`config.mk`:
```
export PLATFORM = sky130hd
export DESIGN_NAME = seg7_scan_driver
export DESIGN_NICKNAME = d
export VERILOG_FILES = /design/src/rtl/seg7_scan_driver.sv
export SDC_FILE = /design/constraint.sdc
export NUM_CORES = 1
export LEC_CHECK = 0
export CORE_MARGIN = 2
export CORE_UTILIZATION = 25
export DETAILED_ROUTE_END_ITERATION = 6
export GPL_ROUTABILITY_DRIVEN = 1
export GPL_TIMING_DRIVEN = 0
export SYNTH_ARGS = -nofsm -noshare
export SYNTH_HDL_FRONTEND = slang
export SYNTH_SLANG_ARGS = --single-unit
```
`constraint.sdc`:
```
create_clock -name clk -period 6.36 [get_ports clk]
set_clock_uncertainty 0.05 [all_clocks]
set_input_delay 1.272 -clock clk [delete_from_list [all_inputs] [get_ports clk]]
set_output_delay 1.272 -clock clk [all_outputs]
set_load 0.02 [all_outputs]
```
`src/rtl/seg7_scan_driver.sv`:
```
// Multiplexed 7-segment scan driver.
// A prescaler paces a one-hot digit scan across NDIGITS BCD digits. New
// digit data is staged in a pending register and only moves into the
// display register at the end of a frame, so a frame never mixes old and
// new values. Segment, decimal-point and anode outputs are registered,
// with optional leading-zero blanking and optional active-low polarity.
module seg7_scan_driver #(
  parameter int NDIGITS    = 4,
  parameter int PRESCALE   = 50000,
  parameter int ACTIVE_LOW = 0
) (
  input  logic                   clk,
  input  logic                   rst_n,
  input  logic [4*NDIGITS-1:0]   bcd_in,
  input  logic [NDIGITS-1:0]     dp_in,
  input  logic                   load,
  input  logic                   blank_lz,
  output logic [6:0]             seg,
  output logic                   dp,
  output logic [NDIGITS-1:0]     an,
  output logic                   frame_start
);

  localparam int              CW       = (PRESCALE > 1) ? $clog2(PRESCALE) : 1;
  localparam int              IW       = $clog2(NDIGITS);
  localparam logic            INV      = (ACTIVE_LOW != 0);
  localparam logic [CW-1:0]   CNT_LAST = CW'(PRESCALE - 1);
  localparam logic [IW-1:0]   IDX_LAST = IW'(NDIGITS - 1);

  logic [CW-1:0]          cnt_q, cnt_d;
  logic [IW-1:0]          idx_q, idx_d;
  logic [4*NDIGITS-1:0]   pend_bcd_q, pend_bcd_d;
  logic [NDIGITS-1:0]     pend_dp_q, pend_dp_d;
  logic                   pend_valid_q, pend_valid_d;
  logic [4*NDIGITS-1:0]   disp_bcd_q, disp_bcd_d;
  logic [NDIGITS-1:0]     disp_dp_q, disp_dp_d;
  logic [6:0]             seg_q, seg_d;
  logic                   dp_q, dp_d;
  logic [NDIGITS-1:0]     an_q, an_d;
  logic                   frame_start_q, frame_start_d;

  logic                   tick;
  logic                   wrap;
  logic [NDIGITS-1:0]     upper_zero;
  logic [3:0]             sel_bcd;
  logic                   sel_dp;
  logic                   sel_blank;
  logic [NDIGITS-1:0]     an_raw;
  logic [6:0]             seg_raw;

  // abcdefg pattern for one BCD value; anything above 9 shows a dash.
  function automatic logic [6:0] decode7(input logic [3:0] v);
    case (v)
      4'd0:    decode7 = 7'b1111110;
      4'd1:    decode7 = 7'b0110000;
      4'd2:    decode7 = 7'b1101101;
      4'd3:    decode7 = 7'b1111001;
      4'd4:    decode7 = 7'b0110011;
      4'd5:    decode7 = 7'b1011011;
      4'd6:    decode7 = 7'b1011111;
      4'd7:    decode7 = 7'b1110000;
      4'd8:    decode7 = 7'b1111111;
      4'd9:    decode7 = 7'b1111011;
      default: decode7 = 7'b0000001;
    endcase
  endfunction

  assign tick = (cnt_q == CNT_LAST);
  assign wrap = tick && (idx_q == IDX_LAST);

  // upper_zero[k] is set when digit k and every digit above it are zero,
  // which is exactly the leading-zero blanking condition for digit k.
  generate
    for (genvar gi = 0; gi < NDIGITS; gi++) begin : g_upper_zero
      assign upper_zero[gi] = (disp_bcd_q[4*NDIGITS-1:4*gi] == '0);
    end
  endgenerate

  // Prescaler, scan index, and the pending -> display handoff at frame end.
  always_comb begin
    cnt_d         = tick ? '0 : cnt_q + 1'b1;
    idx_d         = idx_q;
    pend_bcd_d    = pend_bcd_q;
    pend_dp_d     = pend_dp_q;
    pend_valid_d  = pend_valid_q;
    disp_bcd_d    = disp_bcd_q;
    disp_dp_d     = disp_dp_q;
    frame_start_d = wrap;
    if (tick) begin
      idx_d = wrap ? '0 : idx_q + 1'b1;
    end
    if (wrap && pend_valid_q) begin
      disp_bcd_d   = pend_bcd_q;
      disp_dp_d    = pend_dp_q;
      pend_valid_d = 1'b0;
    end
    // A load on the wrap tick still lands in pending after the old value
    // has committed, so it is shown in the following frame.
    if (load) begin
      pend_bcd_d   = bcd_in;
      pend_dp_d    = dp_in;
      pend_valid_d = 1'b1;
    end
  end

  // Select the active digit, decode it, apply blanking and output polarity.
  always_comb begin
    sel_bcd   = 4'd0;
    sel_dp    = 1'b0;
    sel_blank = 1'b0;
    an_raw    = '0;
    for (int k = 0; k < NDIGITS; k++) begin
      if (idx_q == IW'(k)) begin
        sel_bcd   = disp_bcd_q[4*k +: 4];
        sel_dp    = disp_dp_q[k];
        sel_blank = blank_lz && (k != 0) && upper_zero[k];
        an_raw[k] = 1'b1;
      end
    end
    seg_raw = sel_blank ? 7'b0000000 : decode7(sel_bcd);
    seg_d   = seg_raw ^ {7{INV}};
    dp_d    = sel_dp ^ INV;
    an_d    = an_raw ^ {NDIGITS{INV}};
  end

  // State and output registers; reset leaves every output at its idle level.
  always_ff @(posedge clk or negedge rst_n) begin
    if (!rst_n) begin
      cnt_q         <= '0;
      idx_q         <= '0;
      pend_bcd_q    <= '0;
      pend_dp_q     <= '0;
      pend_valid_q  <= 1'b0;
      disp_bcd_q    <= '0;
      disp_dp_q     <= '0;
      seg_q         <= {7{INV}};
      dp_q          <= INV;
      an_q          <= {NDIGITS{INV}};
      frame_start_q <= 1'b0;
    end else begin
      cnt_q         <= cnt_d;
      idx_q         <= idx_d;
      pend_bcd_q    <= pend_bcd_d;
      pend_dp_q     <= pend_dp_d;
      pend_valid_q  <= pend_valid_d;
      disp_bcd_q    <= disp_bcd_d;
      disp_dp_q     <= disp_dp_d;
      seg_q         <= seg_d;
      dp_q          <= dp_d;
      an_q          <= an_d;
      frame_start_q <= frame_start_d;
    end
  end

  assign seg         = seg_q;
  assign dp          = dp_q;
  assign an          = an_q;
  assign frame_start = frame_start_q;

endmodule
```
==> results.sh <==
export IMPL_ys_flop_type="dfrtp_1"
export IMPL_instances_no_fill=467
export IMPL_status="finished, final reports clean"
export IMPL_grt_pass1_vias=2128
export IMPL_crit_family="buffers and inverters"
export IMPL_start_kind="register"
export IMPL_drt_iter0_markers=86
export IMPL_max_cap_viol_count=0
export IMPL_dpl_cell_count=451
export IMPL_crit_chain="clkdlybuf4s50_1"
export IMPL_antenna_found_initial=0
export IMPL_crit_path_end_kind="output port"
export IMPL_worstMarginPinSlew_ps=894
export IMPL_cp_required_ps=5040
export IMPL_cts_htree_levels=3
export IMPL_coreArea_mm2=0.0121
export IMPL_avgRoutedWirePerCell_um=12.9
export IMPL_rsz0062_at_grt="no"
export IMPL_clockBufferDepth=2
export IMPL_synth_distinct_cells=40
export IMPL_seq_area_mm2=0.00180
export IMPL_grt_pass1_wl_um=10200
export IMPL_cpPeakStageDelay_ps=610
export IMPL_antenna_left=0
export IMPL_critPathKind="register to output port"
export IMPL_ys_warnings_count=0
export IMPL_grt_use_total=0.101
export IMPL_wl_um=6040
export IMPL_vias=1978
export IMPL_synthesis_area_mm2=0.00313
export IMPL_p_per_area_mw_per_mm2=243
export IMPL_fmax_mhz=386
export IMPL_cts_sinks=72
export IMPL_layout_min_cycle_time_ps=2590
export IMPL_fin_nets=328
export IMPL_drc=0
export IMPL_cp_num_buf_inv=1
export IMPL_ys_async_sr_fraction=1.00
export IMPL_p_total_uw=965
export IMPL_synth_seq_cells=72
export IMPL_tns_ps=0
export IMPL_overflow=0
export IMPL_layout_common_cells="dfrtp_1 (72), mux2_2 (43), clkdlybuf4s50_1 (35)"
export IMPL_critPathMaxFanout=1
export IMPL_dieArea_mm2=0.0134
export IMPL_final_common_cell="dfrtp_1"
export IMPL_post_cts_buffers=0
export IMPL_arrival_ps=1270
export IMPL_insertion_delay_ps=330
export IMPL_min_path_type="register to register"
export IMPL_fill_cells=1255
export IMPL_synth_edf_count=0
export IMPL_drt_pass1_iterations=4
export IMPL_syn_num_nets=281
export IMPL_portBuffers=36
export IMPL_start_util=0.259
export IMPL_cp_slowest_cell="clkdlybuf4s50_1"
export IMPL_clockRootBuffer="clkbuf_16"
export IMPL_synth_avg_cell_area_um2=12.7
export IMPL_num_antenna_cells=0
export IMPL_final_hold_viol_count=0
export IMPL_io_pins=37
export IMPL_chipWidth_um=116
export IMPL_finalSetupViolCount=0
export IMPL_routed_via_density=4.24
export IMPL_areaGrowthSynthToFinish_pct=26.6
export IMPL_vdd_drop_max_v=0.000134
export IMPL_ctsHoldBuffers=0
export IMPL_post_route_period_util=0.407
export IMPL_fp_row_count=40
export IMPL_whs_ps=399
export IMPL_p_leak_nw=1.76
export IMPL_synthCells=247
export IMPL_multi_input_area_mm2=0.00125
export IMPL_clkTransAtPathRegs_ps=50
export IMPL_cts_buffers_inserted=9
export IMPL_dp_hpwl_um=4290
export IMPL_cts_tree="built"
export IMPL_slew_headroom=0.404
export IMPL_die_h_um=116
export IMPL_grt_max_degree=73
export IMPL_cts_resized=0
export IMPL_slew_violations=0
export IMPL_ys_seq_area_frac=0.575
export IMPL_gp_congestion=0.792
export IMPL_final_layout_size_suffix_gt1_frac=0.231
-- cell families (layout without fill, tap and decap cells) --
| logic type | after synthesis | in the layout | share of synthesized area |
|---|---|---|---|
| flip-flops | 72 | 72 | 0.575 |
| AND/OR/NAND/NOR | 63 | 63 | 0.105 |
| multiplexers | 45 | 45 | 0.161 |
| AO/OA/AOI/OAI | 28 | 28 | 0.0595 |
| buffers and inverters | 17 | 69 | 0.0260 |
| XOR/XNOR | 12 | 12 | 0.0336 |
| adder cells (fa/ha/maj) | 10 | 10 | 0.0400 |
-- report_power, final --
| group | internal, mW | total (mW) | switching [mW] |
|---|---|---|---|
| combinational | 0.0236 | 0.0394 | 0.0157 |
| clock | 0.263 | 0.448 | 0.185 |
| sequential | 0.471 | 0.478 | 0.00658 |
-- through the flow --
step	cell area, um^2	worst slack [ps]	util
after floorplan	3130	4180	-
after global placement	3700	1580	0.306
after detailed placement	3700	3490	0.305
after CTS	3970	3740	0.327
after global routing	3970	3710	0.327
final	3970	3770	0.327
-- state kept, by name (all words and copies together), names as in the netlist, 2 cells and up --
| name | cells |
|---|---|
| cnt_q | 16 |
| disp_bcd_q | 16 |
| pend_bcd_q | 16 |
| seg | 7 |
| an | 4 |
| disp_dp_q | 4 |
| pend_dp_q | 4 |
| idx_q | 2 |
-- cells in the mapped netlist (2+ instances only) --
cell type	count	area (um^2)
ha_1	10	125
a22oi_1	4	30.0
nor4_1	2	12.5
mux2i_1	2	20.0
buf_4	2	15.0
a21o_1	3	22.5
and4_1	2	17.5
nand4_1	3	18.8
xor2_1	8	70.1
nand3_1	5	25.0
dfrtp_1	72	1800
nor3_1	4	20.0
nor2b_1	2	12.5
and2_1	3	18.8
nor2_1	14	52.6
clkbuf_1	2	7.51
and3_1	3	18.8
mux2_2	43	484
inv_1	10	37.5
o21ai_0	8	40.0
nand2b_1	3	18.8
a21oi_1	4	20.0
nand2_1	17	63.8
xnor2_1	4	35.0
buf_2	2	10.0
-- cell type report --
cell class                      instances  share of cell area
Clock buffer                           11              0.0587
Multi-Input combinational cell        158               0.315
Sequential cell                        72               0.454
Buffer                                  7              0.0110
Timing Repair Buffer                   36              0.0902
Inverter                               10             0.00946
Clock inverter                          5             0.00852
Tap cell                              168              0.0530
-- metal layers --
metal / track usage / up-vias / share of wire
met5: 0 / - / 0
li1: - / 955 / -
met3: 0.0377 / 5 / 0.050
met2: 0.163 / 36 / 0.47
met4: 0.0429 / 0 / 0.015
met1: 0.122 / 982 / 0.46
-- worst paths after layout --
check,depth (start not counted),start,slack (ps),end
min in group asynchronous,1,rst_n,1020,cnt_q[8]$_DFF_PN0_
max in group asynchronous,1,rst_n,4660,disp_dp_q[1]$_DFFE_PN0P_
setup / recovery,1,an[1]$_DFF_PN0_,3770,an[1]
hold reg to reg,1,cnt_q[0]$_DFF_PN0_,400,cnt_q[0]$_DFF_PN0_
hold / removal,1,cnt_q[0]$_DFF_PN0_,400,cnt_q[0]$_DFF_PN0_
setup reg to reg,9,idx_q[0]$_DFFE_PN0N_,3900,seg[3]$_DFF_PN0_
(Power assumes the default switching activity.)
